File: src/rtl/stopwatch_pkg.sv
`default_nettype none
// +-----------------------------------------------------------------+
// | stopwatch_pkg : shared types, button indices and period helper  |
// | rev 1.0                                                         |
// +-----------------------------------------------------------------+
package stopwatch_pkg;

  typedef enum logic [1:0] {
    STOPPED  = 2'd0,
    RUNNING  = 2'd1,
    CLEARING = 2'd2
  } sw_state_t;

  localparam int SPEED_MAX_DEF = 3;
  localparam int SPEED_W       = $clog2(SPEED_MAX_DEF + 1);

  localparam int NUM_BTN   = 7;
  localparam int IDX_ONOFF = 0;
  localparam int IDX_CLEAR = 1;
  localparam int IDX_REV   = 2;
  localparam int IDX_UP    = 3;
  localparam int IDX_DOWN  = 4;
  localparam int IDX_ADD   = 5;
  localparam int IDX_SUB   = 6;

  // Tick period at a given speed level, never shorter than one cycle.
  function automatic int tick_period(input int div, input int speed);
    int p;
    p = div >> speed;
    return (p < 1) ? 1 : p;
  endfunction

endpackage
`default_nettype wire

File: src/rtl/stopwatch_ctrl_button_conditioner.sv
`default_nettype none
// +-----------------------------------------------------------------+
// | button_conditioner : synchroniser, debouncer and press detector |
// | rev 1.0                                                         |
// +-----------------------------------------------------------------+
module button_conditioner #(
  parameter int DB_CYCLES = 500_000
) (
  input  logic clk,
  input  logic RESET,
  input  logic raw,
  output logic level,
  output logic rise_p
);

  localparam int CNT_W = (DB_CYCLES > 1) ? $clog2(DB_CYCLES) : 1;

  logic             sync1_q, sync2_q;
  logic             level_q, level_d;
  logic             prev_q;
  logic             rise_q, rise_d;
  logic [CNT_W-1:0] cnt_q, cnt_d;

  // Any sample that agrees with the accepted level restarts the stability count.
  always_comb begin
    level_d = level_q;
    cnt_d   = '0;
    if (sync2_q != level_q) begin
      if (cnt_q == CNT_W'(DB_CYCLES - 1)) begin
        level_d = ~level_q;
      end else begin
        cnt_d = cnt_q + 1'b1;
      end
    end
    rise_d = level_q & ~prev_q;
  end

  always_ff @(posedge clk or posedge RESET) begin
    if (RESET) begin
      sync1_q <= 1'b0;
      sync2_q <= 1'b0;
      level_q <= 1'b0;
      prev_q  <= 1'b0;
      rise_q  <= 1'b0;
      cnt_q   <= '0;
    end else begin
      sync1_q <= raw;
      sync2_q <= sync1_q;
      level_q <= level_d;
      prev_q  <= level_q;
      rise_q  <= rise_d;
      cnt_q   <= cnt_d;
    end
  end

  assign level  = level_q;
  assign rise_p = rise_q;

endmodule
`default_nettype wire

File: src/rtl/stopwatch_ctrl.sv
`default_nettype none
// +-----------------------------------------------------------------+
// | stopwatch_ctrl : button front-end and strobe sequencer for the  |
// | 4-digit counter chain                                rev 1.0    |
// +-----------------------------------------------------------------+
module stopwatch_ctrl
  import stopwatch_pkg::*;
#(
  parameter int TICK_DIV  = 50_000_000,
  parameter int SPEED_MAX = SPEED_MAX_DEF,
  parameter int DB_CYCLES = 500_000
) (
  input  logic                           clk,
  input  logic                           RESET,
  input  logic                           BTN_ONOFF,
  input  logic                           BTN_CLEAR,
  input  logic                           BTN_REVERSE,
  input  logic                           BTN_SPEED_UP,
  input  logic                           BTN_SPEED_DOWN,
  input  logic                           BTN_ADD,
  input  logic                           BTN_SUBTRACT,
  output logic                           TICK,
  output logic                           RUN,
  output logic                           DIR,
  output logic [$clog2(SPEED_MAX+1)-1:0] SPEED,
  output logic                           CLR,
  output logic                           ADD_P,
  output logic                           SUB_P
);

  localparam int SPW = $clog2(SPEED_MAX + 1);
  localparam int PCW = (TICK_DIV > 1) ? $clog2(TICK_DIV) : 1;

  logic [NUM_BTN-1:0] raw_btn;
  logic [NUM_BTN-1:0] unused_btn_level;
  logic [NUM_BTN-1:0] btn_p;

  assign raw_btn = {BTN_SUBTRACT, BTN_ADD, BTN_SPEED_DOWN, BTN_SPEED_UP,
                    BTN_REVERSE, BTN_CLEAR, BTN_ONOFF};

  generate
    for (genvar i = 0; i < NUM_BTN; i++) begin : g_btn
      button_conditioner #(
        .DB_CYCLES(DB_CYCLES)
      ) u_cond (
        .clk   (clk),
        .RESET (RESET),
        .raw   (raw_btn[i]),
        .level (unused_btn_level[i]),
        .rise_p(btn_p[i])
      );
    end
  endgenerate

  logic onoff_p, clear_p, rev_p, up_p, down_p, add_p, sub_p;
  assign onoff_p = btn_p[IDX_ONOFF];
  assign clear_p = btn_p[IDX_CLEAR];
  assign rev_p   = btn_p[IDX_REV];
  assign up_p    = btn_p[IDX_UP];
  assign down_p  = btn_p[IDX_DOWN];
  assign add_p   = btn_p[IDX_ADD];
  assign sub_p   = btn_p[IDX_SUB];

  sw_state_t        state_q, state_d;
  logic             run_q, run_d;
  logic             tick_q, tick_d;
  logic             clr_q, clr_d;
  logic             add_q, add_d;
  logic             sub_q, sub_d;
  logic             dir_q, dir_d;
  logic [SPW-1:0]   speed_q, speed_d;
  logic [PCW-1:0]   pcnt_q, pcnt_d;
  logic             speed_chg;
  int               period;

  always_comb begin
    state_d = state_q;
    if (clear_p) begin
      state_d = CLEARING;
    end else begin
      case (state_q)
        STOPPED:  if (onoff_p) state_d = RUNNING;
        RUNNING:  if (onoff_p) state_d = STOPPED;
        CLEARING: state_d = STOPPED;
        default:  state_d = STOPPED;
      endcase
    end

    speed_d = speed_q;
    if (up_p && !down_p && speed_q != SPW'(SPEED_MAX)) begin
      speed_d = speed_q + 1'b1;
    end else if (down_p && !up_p && speed_q != '0) begin
      speed_d = speed_q - 1'b1;
    end
    speed_chg = (speed_d != speed_q);

    // A speed change restarts the tick phase and suppresses a coincident tick.
    period = tick_period(TICK_DIV, int'(speed_q));
    pcnt_d = '0;
    tick_d = 1'b0;
    if (state_q == RUNNING && state_d == RUNNING && !speed_chg) begin
      if (pcnt_q == PCW'(period - 1)) begin
        tick_d = 1'b1;
      end else begin
        pcnt_d = pcnt_q + 1'b1;
      end
    end

    dir_d = dir_q ^ rev_p;
    add_d = add_p && !sub_p && state_q == STOPPED && state_d == STOPPED;
    sub_d = sub_p && !add_p && state_q == STOPPED && state_d == STOPPED;
    run_d = (state_d == RUNNING);
    clr_d = (state_d == CLEARING);
  end

  always_ff @(posedge clk or posedge RESET) begin
    if (RESET) begin
      state_q <= STOPPED;
      run_q   <= 1'b0;
      tick_q  <= 1'b0;
      clr_q   <= 1'b0;
      add_q   <= 1'b0;
      sub_q   <= 1'b0;
      dir_q   <= 1'b0;
      speed_q <= '0;
      pcnt_q  <= '0;
    end else begin
      state_q <= state_d;
      run_q   <= run_d;
      tick_q  <= tick_d;
      clr_q   <= clr_d;
      add_q   <= add_d;
      sub_q   <= sub_d;
      dir_q   <= dir_d;
      speed_q <= speed_d;
      pcnt_q  <= pcnt_d;
    end
  end

  assign TICK  = tick_q;
  assign RUN   = run_q;
  assign DIR   = dir_q;
  assign SPEED = speed_q;
  assign CLR   = clr_q;
  assign ADD_P = add_q;
  assign SUB_P = sub_q;

endmodule
`default_nettype wire

File: config.mk
export PLATFORM = sky130hd
export DESIGN_NAME = stopwatch_ctrl
export DESIGN_NICKNAME = d
export VERILOG_FILES = /design/src/rtl/stopwatch_pkg.sv /design/src/rtl/stopwatch_ctrl_button_conditioner.sv /design/src/rtl/stopwatch_ctrl.sv
export SDC_FILE = /design/constraint.sdc
export NUM_CORES = 1
export LEC_CHECK = 0
export ABC_CLOCK_PERIOD_IN_PS = 5700
export BUFFER_PORTS_ARGS = -buffer_cell sky130_fd_sc_hd__buf_2
export CAP_MARGIN = 40
export CORE_MARGIN = 5
export CORE_UTILIZATION = 57
export CTS_CLUSTER_DIAMETER = 60
export DETAILED_ROUTE_END_ITERATION = 10
export HOLD_SLACK_MARGIN = 0.1
export PLACE_DENSITY_LB_ADDON = 0.05
export SETUP_SLACK_MARGIN = 0.05
export SYNTH_ARGS = -nofsm -noshare
export SYNTH_HDL_FRONTEND = slang
export SYNTH_SLANG_ARGS = --single-unit
File: constraint.sdc
create_clock -name clk -period 5.7 [get_ports clk]
set_clock_uncertainty 0.2 [all_clocks]
set_input_delay 0 -clock clk [delete_from_list [all_inputs] [get_ports clk]]
set_output_delay 0 -clock clk [all_outputs]
set_load 0.02 [all_outputs]
Yosys cells after proc, flatten, opt, wreduce, memory -nomap -nowiden
Cells that the tools add are included.
{"block": "word_totals", "elab_cells": 158, "reg_bits": 204, "out_inout_bits": 8, "in_bits": 9}
{"block": "classes", "shift": 1, "n_mux": 25, "n_bitwise": 22, "magnitude_cmp": 1, "add_sub_neg": 11, "eq_ne": 20, "reduce_logical": 27}
{"op": "$mux 19", "n": 14}
{"op": "$add 19x1->19 const B", "n": 7}
{"op": "$eq 19x19->1 const B", "n": 7}
{"op": "$mux 26", "n": 3}
{"op": "$lt 32x2->1 const B", "n": 1}
{"op": "$shr 26x2->32 const A", "n": 1}
{"op": "$add 26x1->26 const B", "n": 1}
{"op": "$eq 26x26->1", "n": 1}
{"op": "$sub 26x2->26 const B", "n": 1}
{"op": "$not 1->1", "n": 14}
{"op": "$reduce_and 2->1", "n": 7}
{"op": "$logic_and 1x1->1", "n": 12}
{"op": "$mux 2", "n": 5}
{"op": "$and 1x1->1", "n": 7}
{"op": "$ne 1x1->1", "n": 7}
{"op": "$logic_not 1->1", "n": 5}
{"op": "$eq 2x1->1 const B", "n": 2}
{"op": "$logic_not 2->1", "n": 2}
{"op": "$pmux 2 s2", "n": 1}
{"op": "$add 2x1->2 const B", "n": 1}
{"op": "$eq 2x2->1 const B", "n": 1}
{"op": "$mux 1", "n": 2}
{"op": "$ne 2x2->1", "n": 1}
{"op": "$ne 2x2->1 const B", "n": 1}
{"op": "3 further kinds", "n": 3}

Longest topological paths before layout
{"block": "logic_depth", "depth_word": 9, "depth_mapped": 10, "mapped_depth_nobuf": 9}

By module
From an unflattened synthesis, not the netlist that was laid out.
{"block": "hier_totals", "cells_unflattened": 947, "area_unflattened_um2": 10065.9}
{"module": "button_conditioner", "cells_per_inst": 106, "area_each_um2": 1147.4, "seq_area_each_um2": 600.6, "instances": 7}
{"module": "stopwatch_ctrl", "cells_per_inst": 205, "area_each_um2": 2034.5, "seq_area_each_um2": 900.9, "instances": 1}

Worst setup path after synthesis
Ideal clock, no wire load.
{"block": "synth_path", "path_type": "register to register", "from": "reg speed_q[0] (netlist: SPEED[0])", "to": "reg pcnt_q[17]", "required_ns": 5.381, "t_arrival_ns": 2.256, "period_less_slack_ns": 2.575, "path_slack_ns": 3.125, "setup_ns": 0.119, "path_stages_with_launch": 11, "n_path_buf": 1, "cell_sequence": "dfrtp_1 > inv_1 > ha_1 > inv_1 > ha_1 > xnor2_1 > nor4_1 > nand4_1 > o31ai_4 > buf_6 > nor2_1"}
{"block": "synth_between", "elab_chain_len": 8, "word_cells_on_any_way": 18, "cone_classes": "add/sub: 3; order compare: 1; eq/ne: 3; shift: 1; mux: 5; reduce/logical: 5"}
{"element": "from (decl)", "line": "stopwatch_ctrl.sv:71", "text": "logic [SPW-1:0] speed_q, speed_d;"}
{"element": "from (signal assigned)", "line": "stopwatch_ctrl.sv:135", "text": "speed_q <= speed_d;"}
{"element": "branches (longest 7 deep; another with $lt 32x2->1)"}
{"element": "$mux 26 *", "line": "stopwatch_ctrl.sv:101", "text": "if (state_q == RUNNING && state_d == RUNNING && !speed_chg) begin"}
{"element": "named net pcnt_d[17]", "line": "stopwatch_ctrl.sv:72", "text": "logic [PCW-1:0] pcnt_q, pcnt_d;"}
{"element": "to (signal assigned)", "line": "stopwatch_ctrl.sv:136", "text": "pcnt_q <= pcnt_d;"}
{"element": "to (decl)", "line": "stopwatch_ctrl.sv:72"}
Mark *: on every way through the listed nets, which the timed path passes.
A chain may end at the register's enable or synchronous reset.

Final worst setup path
{"block": "layout_path", "from": "reg speed_q[0] (netlist: SPEED[0])", "to": "reg pcnt_q[23]"}
Same word-level chain as after synthesis.

==> metrics.cfg <==
[worst_setup_path]
worstReg2RegStart = SPEED[0]
r2r_end = pcnt_q[23]
path_max_fanout = 24
crit_path_end_kind = flip-flop
ff2ff_setup_slack_ns = 3.08
arrival_ns = 2.81
setup.worst_path.start = SPEED[0]
critPathLaunchType = flip-flop
reg2reg_depth = 10
cp.required_ns = 5.89
crit_type = flip-flop to flip-flop

[min_path]
hold_start = g_btn[0].u_cond.sync1_q
holdCritPathClass = flip-flop to flip-flop
hold_end = g_btn[0].u_cond.sync2_q
holdPathStages = 0

[clock_network]
insertion_delay_ns = 0.50
cts_buffers = 22
path_clk_slew_ns = 0.06
cts_tree = built
cts_sinks = 204
h-tree-depth = 1
clockBufferDepth = 3
root_buffer = clkbuf_16

[final_layout]
antennaDiodeCount = 0
final_cells = 1189
final_cell_mix = dfrtp_1, nor2_1, xor2_1
layout-drive-gt1-share = 0.07843
num-nets-final = 978
area_growth_pct = 13.13
final_common_cell = dfrtp_1

[timing]
finalSetupTns_ns = 0
period_needed_ns = 2.624
worst_slack_ns = 3.076
rsz0062_at_grt = false
report.final.slew_viol_count = 0
fmax_mhz = 381.1
fin_crit_sh = 0.4604
timing.hold.ws_ns = 0.1462
hold_viol = 0
worstMarginPinSlew_ns = 0.9913
slew_headroom = 0.3391
setup_viol = 0

[power_and_ir_drop]
p_per_area_mw_per_mm2 = 291.8
leakage_nw = 4.579
peakVddDrop_mv = 0.2104
p_total_mw = 3.107

[global_routing]
grt_pass1_wl_um = 29530
grt_pass1_vias = 6336
overflow = 0
antenna_found_initial = 0
grt_max_degree = 194
grt_usage = 0.1780

[placement]
dp_cells = 1133
pre_cts_ws_ns = 2.580
gp_congestion = 0.8384
io_buffers = 16
place.detailed.hpwl_um = 10740

[detailed_routing]
drt-wirelength-per-cell_um = 14.01
wl_met2_um = 7960
num_vias = 6368
drt_iter0_drc = 331
routed_wl_um = 16660
drc = 0
via_per_inst = 5.356
drt_first_pass_iters = 4
wl_met1_um = 7795
wl_met3_um = 655
highest_layer = met4
ant_nets = 0

[flow_run]
cap_viol_max_count = 0

[synthesis]
syn_area_sq_mm = 0.009412
synth_nets = 946
ys_seq_elements = 204
ys_warn_count = 0
synthCells = 922
ys_seq_area_frac = 0.5424
synth_cell_type_count = 43
syn_area_per_cell_sq_um = 10.21

[die]
fp.dieH_um = 138.5
ios = 17
die_w_um = 138.5
dieArea_sq_mm = 0.01918
start_util = 0.5736
core.rowCount = 47
coreArea_sq_mm = 0.01641

[run_status]
status = finished, final reports clean

## layer usage
| metal | global-route usage | vias to the layer above |
|---|---|---|
| met2 | 0.2927 | 84 |
| met5 | 0 | - |
| met1 | 0.2472 | 3110 |
| li1 | - | 3154 |
| met4 | 0.04368 | 0 |
| met3 | 0.03384 | 20 |
## stage by stage
stage	utilization	instance area [sq um]
CTS	0.6481	10630
global route	0.6490	10650
finish	0.6490	10650
detailed placement	0.5890	9664
global placement	0.5890	9664
floorplan	-	9415
## worst max-delay path, stage by stage, from the launching register on
cell     delay [ns]
dfrtp_1        0.54
inv_1          0.14
ha_1           0.25
inv_1          0.06
ha_1           0.22
xnor2_1        0.13
nor4_1         0.17
nand4_1        0.21
o31ai_4        0.30
buf_8          0.21
nor2_1         0.08
## repair_timing
action,4_1_cts,5_1_grt
buffers inserted,0,0
hold endpoints to repair,211,0
gates resized for setup,0,0
hold buffers,16,0
## flip-flops by register name, indices dropped and copies added (netlist names)
register	count
ADD_P	1
CLR	1
DIR	1
RUN	1
SPEED	2
SUB_P	1
TICK	1
g_btn.u_cond.cnt_q	133
g_btn.u_cond.level	7
g_btn.u_cond.prev_q	7
g_btn.u_cond.rise_p	7
g_btn.u_cond.sync1_q	7
g_btn.u_cond.sync2_q	7
pcnt_q	26
state_q	2
## report_power, final
group / switching (mW) / internal (mW)
clock network: 0.568 / 0.980
logic: 0.0550 / 0.0256
registers: 0.0137 / 1.47
## cell families (layout without fill, tap and decap cells)
group / after synthesis / after routing / synth area share
AND/OR/NAND/NOR: 470 / 470 / 0.2469
AO/OA/AOI/OAI: 21 / 21 / 0.01423
adder cells (fa/ha/maj): 15 / 15 / 0.01994
XOR/XNOR: 154 / 154 / 0.1433
multiplexers: 9 / 9 / 0.01064
flip-flops: 204 / 204 / 0.5424
buffers and inverters: 49 / 96 / 0.02260
## area by class of cell
class                      instances  area (sq um)
inverter                          23         90.09
multi-input combinational        669          4094
timing repair buffer              34         275.3
clock buffer                      29         648.1
fill                            1266          5759
clock inverter                    10         160.2
tap                              220         275.3
sequential                       204          5105
## worst max-delay path by stage
stage | end | slack (ns) | cells past startpoint
global route | pcnt_q[23] | 2.87 | 10
finish | pcnt_q[23] | 3.08 | 10
CTS | pcnt_q[23] | 2.62 | 9
global placement | pcnt_q[18] | 2.76 | 9
detailed placement | pcnt_q[23] | 2.58 | 9
floorplan | ADD_P | 2.86 | 1
## cell usage after synthesis, drive strengths merged
| master | n | area (sq um) |
|---|---|---|
| nor4 | 15 | 93.84 |
| mux2 | 8 | 90.09 |
| nor3b | 4 | 30.03 |
| xnor2 | 70 | 613.1 |
| nand4b | 3 | 26.28 |
| nor4b | 4 | 35.03 |
| nor3 | 23 | 115.1 |
| nand3b | 2 | 15.01 |
| nor2b | 11 | 68.82 |
| o211ai | 1 | 7.510 |
| xor2 | 84 | 735.7 |
| nor2 | 191 | 716.9 |
| and3 | 16 | 100.1 |
| ha | 15 | 187.7 |
| and2 | 6 | 37.54 |
| or4 | 3 | 22.52 |
| nand2b | 1 | 6.260 |
| inv | 23 | 86.33 |
| buf | 10 | 65.06 |
| clkbuf | 16 | 61.30 |
| and4 | 18 | 157.7 |
| dfrtp | 204 | 5105 |
| mux2i | 1 | 10.01 |
| or3b | 2 | 17.52 |
| o31ai | 1 | 21.27 |
| a21oi | 8 | 40.04 |
| nand2 | 52 | 195.2 |
| nand3 | 64 | 320.3 |
| nand4 | 35 | 219.0 |
| o22ai | 1 | 6.260 |
| o21ai | 7 | 35.03 |
| or2 | 7 | 43.79 |
| or4b | 2 | 20.02 |
| a2bb2oi | 1 | 8.760 |
| and3b | 1 | 8.760 |
| nor4bb | 2 | 20.02 |
| a22oi | 2 | 15.01 |
| and4b | 1 | 10.01 |
| or3 | 7 | 43.79 |
Power figures use the tool's default switching activity.
